File: config.mk
export PLATFORM = sky130hd
export DESIGN_NAME = psg_write_sched
export DESIGN_NICKNAME = d
export VERILOG_FILES = /design/src/rtl/psg_write_sched.sv
export SDC_FILE = /design/constraint.sdc
export NUM_CORES = 1
export LEC_CHECK = 0
export BUFFER_PORTS_ARGS = -buffer_cell sky130_fd_sc_hd__clkbuf_2
export CAP_MARGIN = 25
export CORE_ASPECT_RATIO = 1.2
export CORE_MARGIN = 5
export CORE_UTILIZATION = 45
export DETAILED_ROUTE_END_ITERATION = 10
export PLACE_DENSITY = 0.78
export SYNTH_ARGS = -nofsm -noshare
export SYNTH_HDL_FRONTEND = slang
export SYNTH_SLANG_ARGS = --single-unit
export TNS_END_PERCENT = 30
File: constraint.sdc
create_clock -name clk -period 1.7 [get_ports clk]
set_clock_uncertainty 0.2 [all_clocks]
set_input_delay 0.425 -clock clk [delete_from_list [all_inputs] [get_ports clk]]
set_output_delay 0.425 -clock clk [all_outputs]
set_load 0.1 [all_outputs]
File: src/rtl/psg_write_sched.sv
// ---------------------------------------------------------------------------
// psg_write_sched
//   Write scheduler for the jt49 PSG register port. Two requesters share the
//   PSG write bus: A (host CPU bridge) and B (music/init sequencer). The
//   scheduler accepts one command per valid/ready handshake and replays it on
//   the PSG bus with a fixed setup cycle, a WR_HOLD-cycle write strobe and a
//   WR_GAP-cycle idle gap. The PSG therefore latches the same way no matter
//   how the requesters behave.
//
//   Parameters:
//     WR_HOLD    cycles psg_wr_n is held low per write (>=1)
//     WR_GAP     idle cycles after the strobe before the next grant (>=0)
//     PRIORITY_A 0 = round-robin between A and B, 1 = A always wins
//
//   Optional feature, enabled by defining PSG_SCHED_DEDUP_EN:
//     A 16x8 shadow of the last value issued to each PSG register. A command
//     whose data matches the shadow is acknowledged but not issued. Register
//     13 (envelope shape) is always issued, because writing it restarts the
//     envelope.
//
//   Ports:
//     clk, reset            clock, synchronous active-high reset
//     a_valid/a_ready       requester A handshake; a_addr/a_data its command
//     b_valid/b_ready       requester B handshake; b_addr/b_data its command
//     psg_addr, psg_din     PSG address/data bus (held from SETUP to end of GAP)
//     psg_cs_n, psg_wr_n    PSG chip select and write strobe (active low)
//     busy                  high whenever the scheduler is not IDLE
// ---------------------------------------------------------------------------
module psg_write_sched #(
  parameter int WR_HOLD    = 2,
  parameter int WR_GAP     = 1,
  parameter int PRIORITY_A = 0
) (
  input  logic       clk,
  input  logic       reset,
  input  logic       a_valid,
  output logic       a_ready,
  input  logic [3:0] a_addr,
  input  logic [7:0] a_data,
  input  logic       b_valid,
  output logic       b_ready,
  input  logic [3:0] b_addr,
  input  logic [7:0] b_data,
  output logic [3:0] psg_addr,
  output logic [7:0] psg_din,
  output logic       psg_cs_n,
  output logic       psg_wr_n,
  output logic       busy
);

  typedef enum logic [1:0] {IDLE, SETUP, STROBE, GAP} state_t;

  localparam int MAX_CNT = (WR_HOLD > WR_GAP) ? WR_HOLD : WR_GAP;
  localparam int CNT_W   = $clog2(MAX_CNT + 1);
  // The counter counts down to zero, so a phase of N cycles loads N-1.
  localparam logic [CNT_W-1:0] HOLD_LD = CNT_W'(WR_HOLD - 1);
  localparam logic [CNT_W-1:0] GAP_LD  = CNT_W'((WR_GAP > 0) ? (WR_GAP - 1) : 0);

  state_t           state;
  state_t           state_nxt;
  logic [CNT_W-1:0] cnt;
  logic             rr_a;       // round-robin pointer: 1 = A is favoured
  logic             grant_a;
  logic             grant_b;
  logic             xfer;
  logic             dup;
  logic             issue;
  logic [3:0]       sel_addr;
  logic [7:0]       sel_data;

  // Arbitration: a lone requester always wins; on contention the fixed
  // priority or the round-robin pointer decides.
  always_comb begin
    grant_a  = a_valid && (!b_valid || (PRIORITY_A != 0) || rr_a);
    grant_b  = b_valid && !grant_a;
    a_ready  = (state == IDLE) && grant_a;
    b_ready  = (state == IDLE) && grant_b;
    xfer     = a_ready || b_ready;
    sel_addr = grant_a ? a_addr : b_addr;
    sel_data = grant_a ? a_data : b_data;
  end

`ifdef PSG_SCHED_DEDUP_EN
  logic [7:0] shadow [16];

  assign dup = (shadow[sel_addr] == sel_data) && (sel_addr != 4'd13);

  // Shadow is written on the edge that enters SETUP, i.e. only for commands
  // that are really issued.
  always_ff @(posedge clk) begin
    if (reset) begin
      for (int i = 0; i < 16; i++) shadow[i] <= '0;
    end else if (issue) begin
      shadow[sel_addr] <= sel_data;
    end
  end
`else
  assign dup = 1'b0;
`endif

  // A transfer that is a duplicate is acknowledged but leaves the FSM idle.
  assign issue = xfer && !dup;

  always_ff @(posedge clk) begin
    if (reset) begin
      state <= IDLE;
    end else begin
      state <= state_nxt;
    end
  end

  always_comb begin
    state_nxt = state;
    case (state)
      IDLE:    if (issue) state_nxt = SETUP;
      SETUP:   state_nxt = STROBE;
      STROBE:  if (cnt == '0) state_nxt = (WR_GAP > 0) ? GAP : IDLE;
      GAP:     if (cnt == '0) state_nxt = IDLE;
      default: state_nxt = IDLE;
    endcase
  end

  always_comb begin
    psg_cs_n = 1'b1;
    psg_wr_n = 1'b1;
    busy     = (state != IDLE);
    case (state)
      SETUP:   psg_cs_n = 1'b0;
      STROBE: begin
        psg_cs_n = 1'b0;
        psg_wr_n = 1'b0;
      end
      default: ;
    endcase
  end

  // Shared phase counter: loaded while in SETUP for the strobe, and reloaded
  // on the last strobe cycle for the gap.
  always_ff @(posedge clk) begin
    if (reset) begin
      cnt <= '0;
    end else begin
      case (state)
        SETUP:   cnt <= HOLD_LD;
        STROBE:  cnt <= (cnt == '0) ? GAP_LD : cnt - 1'b1;
        GAP:     if (cnt != '0) cnt <= cnt - 1'b1;
        default: cnt <= '0;
      endcase
    end
  end

  // The pointer moves on every accepted transfer, including dropped ones.
  always_ff @(posedge clk) begin
    if (reset) begin
      rr_a <= 1'b1;
    end else if (a_ready) begin
      rr_a <= 1'b0;
    end else if (b_ready) begin
      rr_a <= 1'b1;
    end
  end

  // PSG bus data is captured only for issued commands so it stays stable
  // through the whole write and keeps its last value while idle.
  always_ff @(posedge clk) begin
    if (reset) begin
      psg_addr <= '0;
      psg_din  <= '0;
    end else if (issue) begin
      psg_addr <= sel_addr;
      psg_din  <= sel_data;
    end
  end

endmodule

==> run metrics <==
status=complete, but fails checks; violated checks=setup timing; Yosys top cell area share=35.6%; drt drc=0; Crit Reg-Reg Endpoint=cnt[1]$_SDFFE_PP0P_; cells after synthesis=117; syn nets=152; row cnt=18; post-synthesis instance area=955 um2; sequential-to-total area share from yosys stat=35.6%; hold slack=0.185 ns; CTS Buf Count=3; vias per cell=5.40; Fillers=142; Min-Delay Path Depth=3; Die H=60.5 um; Initial Util=46.6%; first-pass GRT wire length=4640 um; area delta synth->final=68.3%; Worst EP arrival=1.36 ns; CP Launch Point=rr_a$_SDFFE_PP1P_; Sink Count=17; clk slew on worst S/H paths=0.10 ns; leading area contributor after synthesis=dfxtp_1; IO Count=45; worst skew pair latency=0.29 ns; Routed WL per cell=14.8 um; GRT Total Usage=19.7%; unrepaired setup endpoints after global routing=yes; critical path capture point type=primary output; Slew Limit Fails=0; Fmax=505 MHz; final wirelength=2960 um; pre-CTS setup slack=-0.102 ns; die area=0.00315 mm2; drt initial violations=35; total power=3.78 mW; reg-to-reg setup timing slack=0.08 ns; period utilisation layout=117%; hold-fix buffers at CTS=0; Max-slew headroom=72.9%; final setup vio count=5; grt total ovfl=0; H-tree levels=1; yosys warns=0; via count=1075; worst-path fanout max=4; Core Footprint=0.00205 mm2; measured slew at the worst slew-check pin=0.406 ns; CTS tree=built; Post-layout nets=205; final setup margin=-0.281 ns; startpoint types=flip-flop; Synth area leaders=dfxtp_1, a311oi_1, ha_1; n_diodes=0; TNS Setup=-1.02 ns; largest net degree at the start of global routing=25; initial antenna violation count=0; vias in the first global route=1003; number of buffers added on ports=44; CTS root buf=clkbuf_4; Reg2Reg Depth=5; crit path kind=flip-flop to primary output; Final GP Congestion=0.722; Final Hold Viols=0; router iterations before antenna repair=4; max-cap violation count=0; ys async rst share=0%; minimum clock period=1.98 ns; FF+latch count, synth=17; Synth Flop Type=dfxtp_1; Setup crit end=a_ready; Max clock buf depth=2; Post-Syn Area per Cell=8.16 um2; Worst VDD drop=0.00162 V; HPWL Detailed=2290 um; CP required=1.07 ns; post-detailed-route count of antenna-violating nets=0; Synth cell types=27; Post-synth EDFFs=0; Lkg Pwr=0.689 nW; layout cell share with drive strength beyond 1=45.0%; Die W=52.0 um; RR Startpoint=cnt[1]$_SDFFE_PP0P_; Hold Crit Class=input port to flip-flop; pwr dens=2360 mW/mm2
==> registers in the layout, indices dropped and copies added (netlist names) <==
name,flops
psg_din,8
psg_addr,4
cnt,2
state,2
rr_a,1
==> cells in the mapped netlist (2+ instances only) <==
cell type / count
nand2b_1: 2
nor2_1: 13
nand2_1: 3
nand3_1: 13
ha_1: 7
a21oi_1: 3
o41ai_1: 2
buf_2: 5
inv_1: 8
o21ai_1: 2
buf_4: 2
o21ai_0: 13
a311oi_1: 13
dfxtp_1: 17
nor2b_1: 2
==> area by class of cell <==
class / instances / area [um2] / share of cell area [%]
timing repair buffer: 57 / 586 / 36.4
multi-input combinational: 83 / 574 / 35.7
sequential: 17 / 344 / 21.4
inverter: 8 / 38.8 / 2.41
tap: 30 / 37.5 / 2.34
clock buffer: 4 / 26.3 / 1.64
==> per-layer routing <==
layer  vias to the layer above  global-route usage (%)  part of all wire [%]  wire (um)
met5                         -                       0                     0          0
met4                         0                    7.87                  0.64         19
met3                         2                    3.69                   6.4        188
met2                        46                    36.1                    54       1610
met1                       496                    22.4                    38       1140
li1                        531                       -                     -          -
==> how the worst min path moves through the flow <==
stage	start	endpoint	slack, ns
floorplan	cnt[1]$_SDFFE_PP0P_	cnt[1]$_SDFFE_PP0P_	0.28
global placement	cnt[1]$_SDFFE_PP0P_	cnt[1]$_SDFFE_PP0P_	0.30
detailed placement	psg_addr[2]$_SDFFE_PP0P_	psg_addr[2]$_SDFFE_PP0P_	0.33
CTS	a_data[5]	psg_din[5]$_SDFFE_PP0P_	0.17
global route	a_data[6]	psg_din[6]$_SDFFE_PP0P_	0.19
finish	a_data[1]	psg_din[1]$_SDFFE_PP0P_	0.19
==> cells in the final DEF, fill, tap and decap left out, drive strengths merged <==
master and instances:
nor3b 1, a211o 1, o21a 1, nand2 3, o41ai 2, a22oi 1
nand3 13, and2b 1, o21ai 15, a311oi 13, clkbuf 31, ha 7
a31oi 1, nor3 1, inv 7, nor2 13, clkinvlp 1, a221o 1
nand2b 2, a21oi 3, o21ba 1, nor2b 2, or2 1, dfxtp 17
buf 30
==> power breakdown <==
part           internal (mW)  switching [mW]
Clock                 0.0913           0.130
Sequential             0.548           0.137
Combinational           1.09            1.78
==> repair_timing <==
item | 4_1_cts | 5_1_grt
endpoints found under the hold margin | 0 | 0
buffers inserted | 0 | 2
resized for setup | 4 | 5
setup endpoints to repair | 5 | 7
==> worst max-delay path, cell delays in order, from the launching register on <==
cell and delay [ns]:
dfxtp_1 0.39, and2b_1 0.23, nor3_4 0.24, buf_12 0.20
==> through the flow <==
step	utilization [%]	instances	instance area, um2
after floorplan	-	117	987
after detailed placement	75.5	193	1550
after global routing	78.4	199	1610
final	78.4	199	1610
after CTS	77.0	197	1580
after global placement	75.5	193	1550
==> cell families after synthesis <==
group	count (synthesis)	synth area share, %
flops	17	35.6
fa+ha+maj	7	9.17
buf+inv	17	8.12
compound gates	39	28.6
simple gates	37	18.5
No activity file was read; power rests on OpenSTA's default activity.
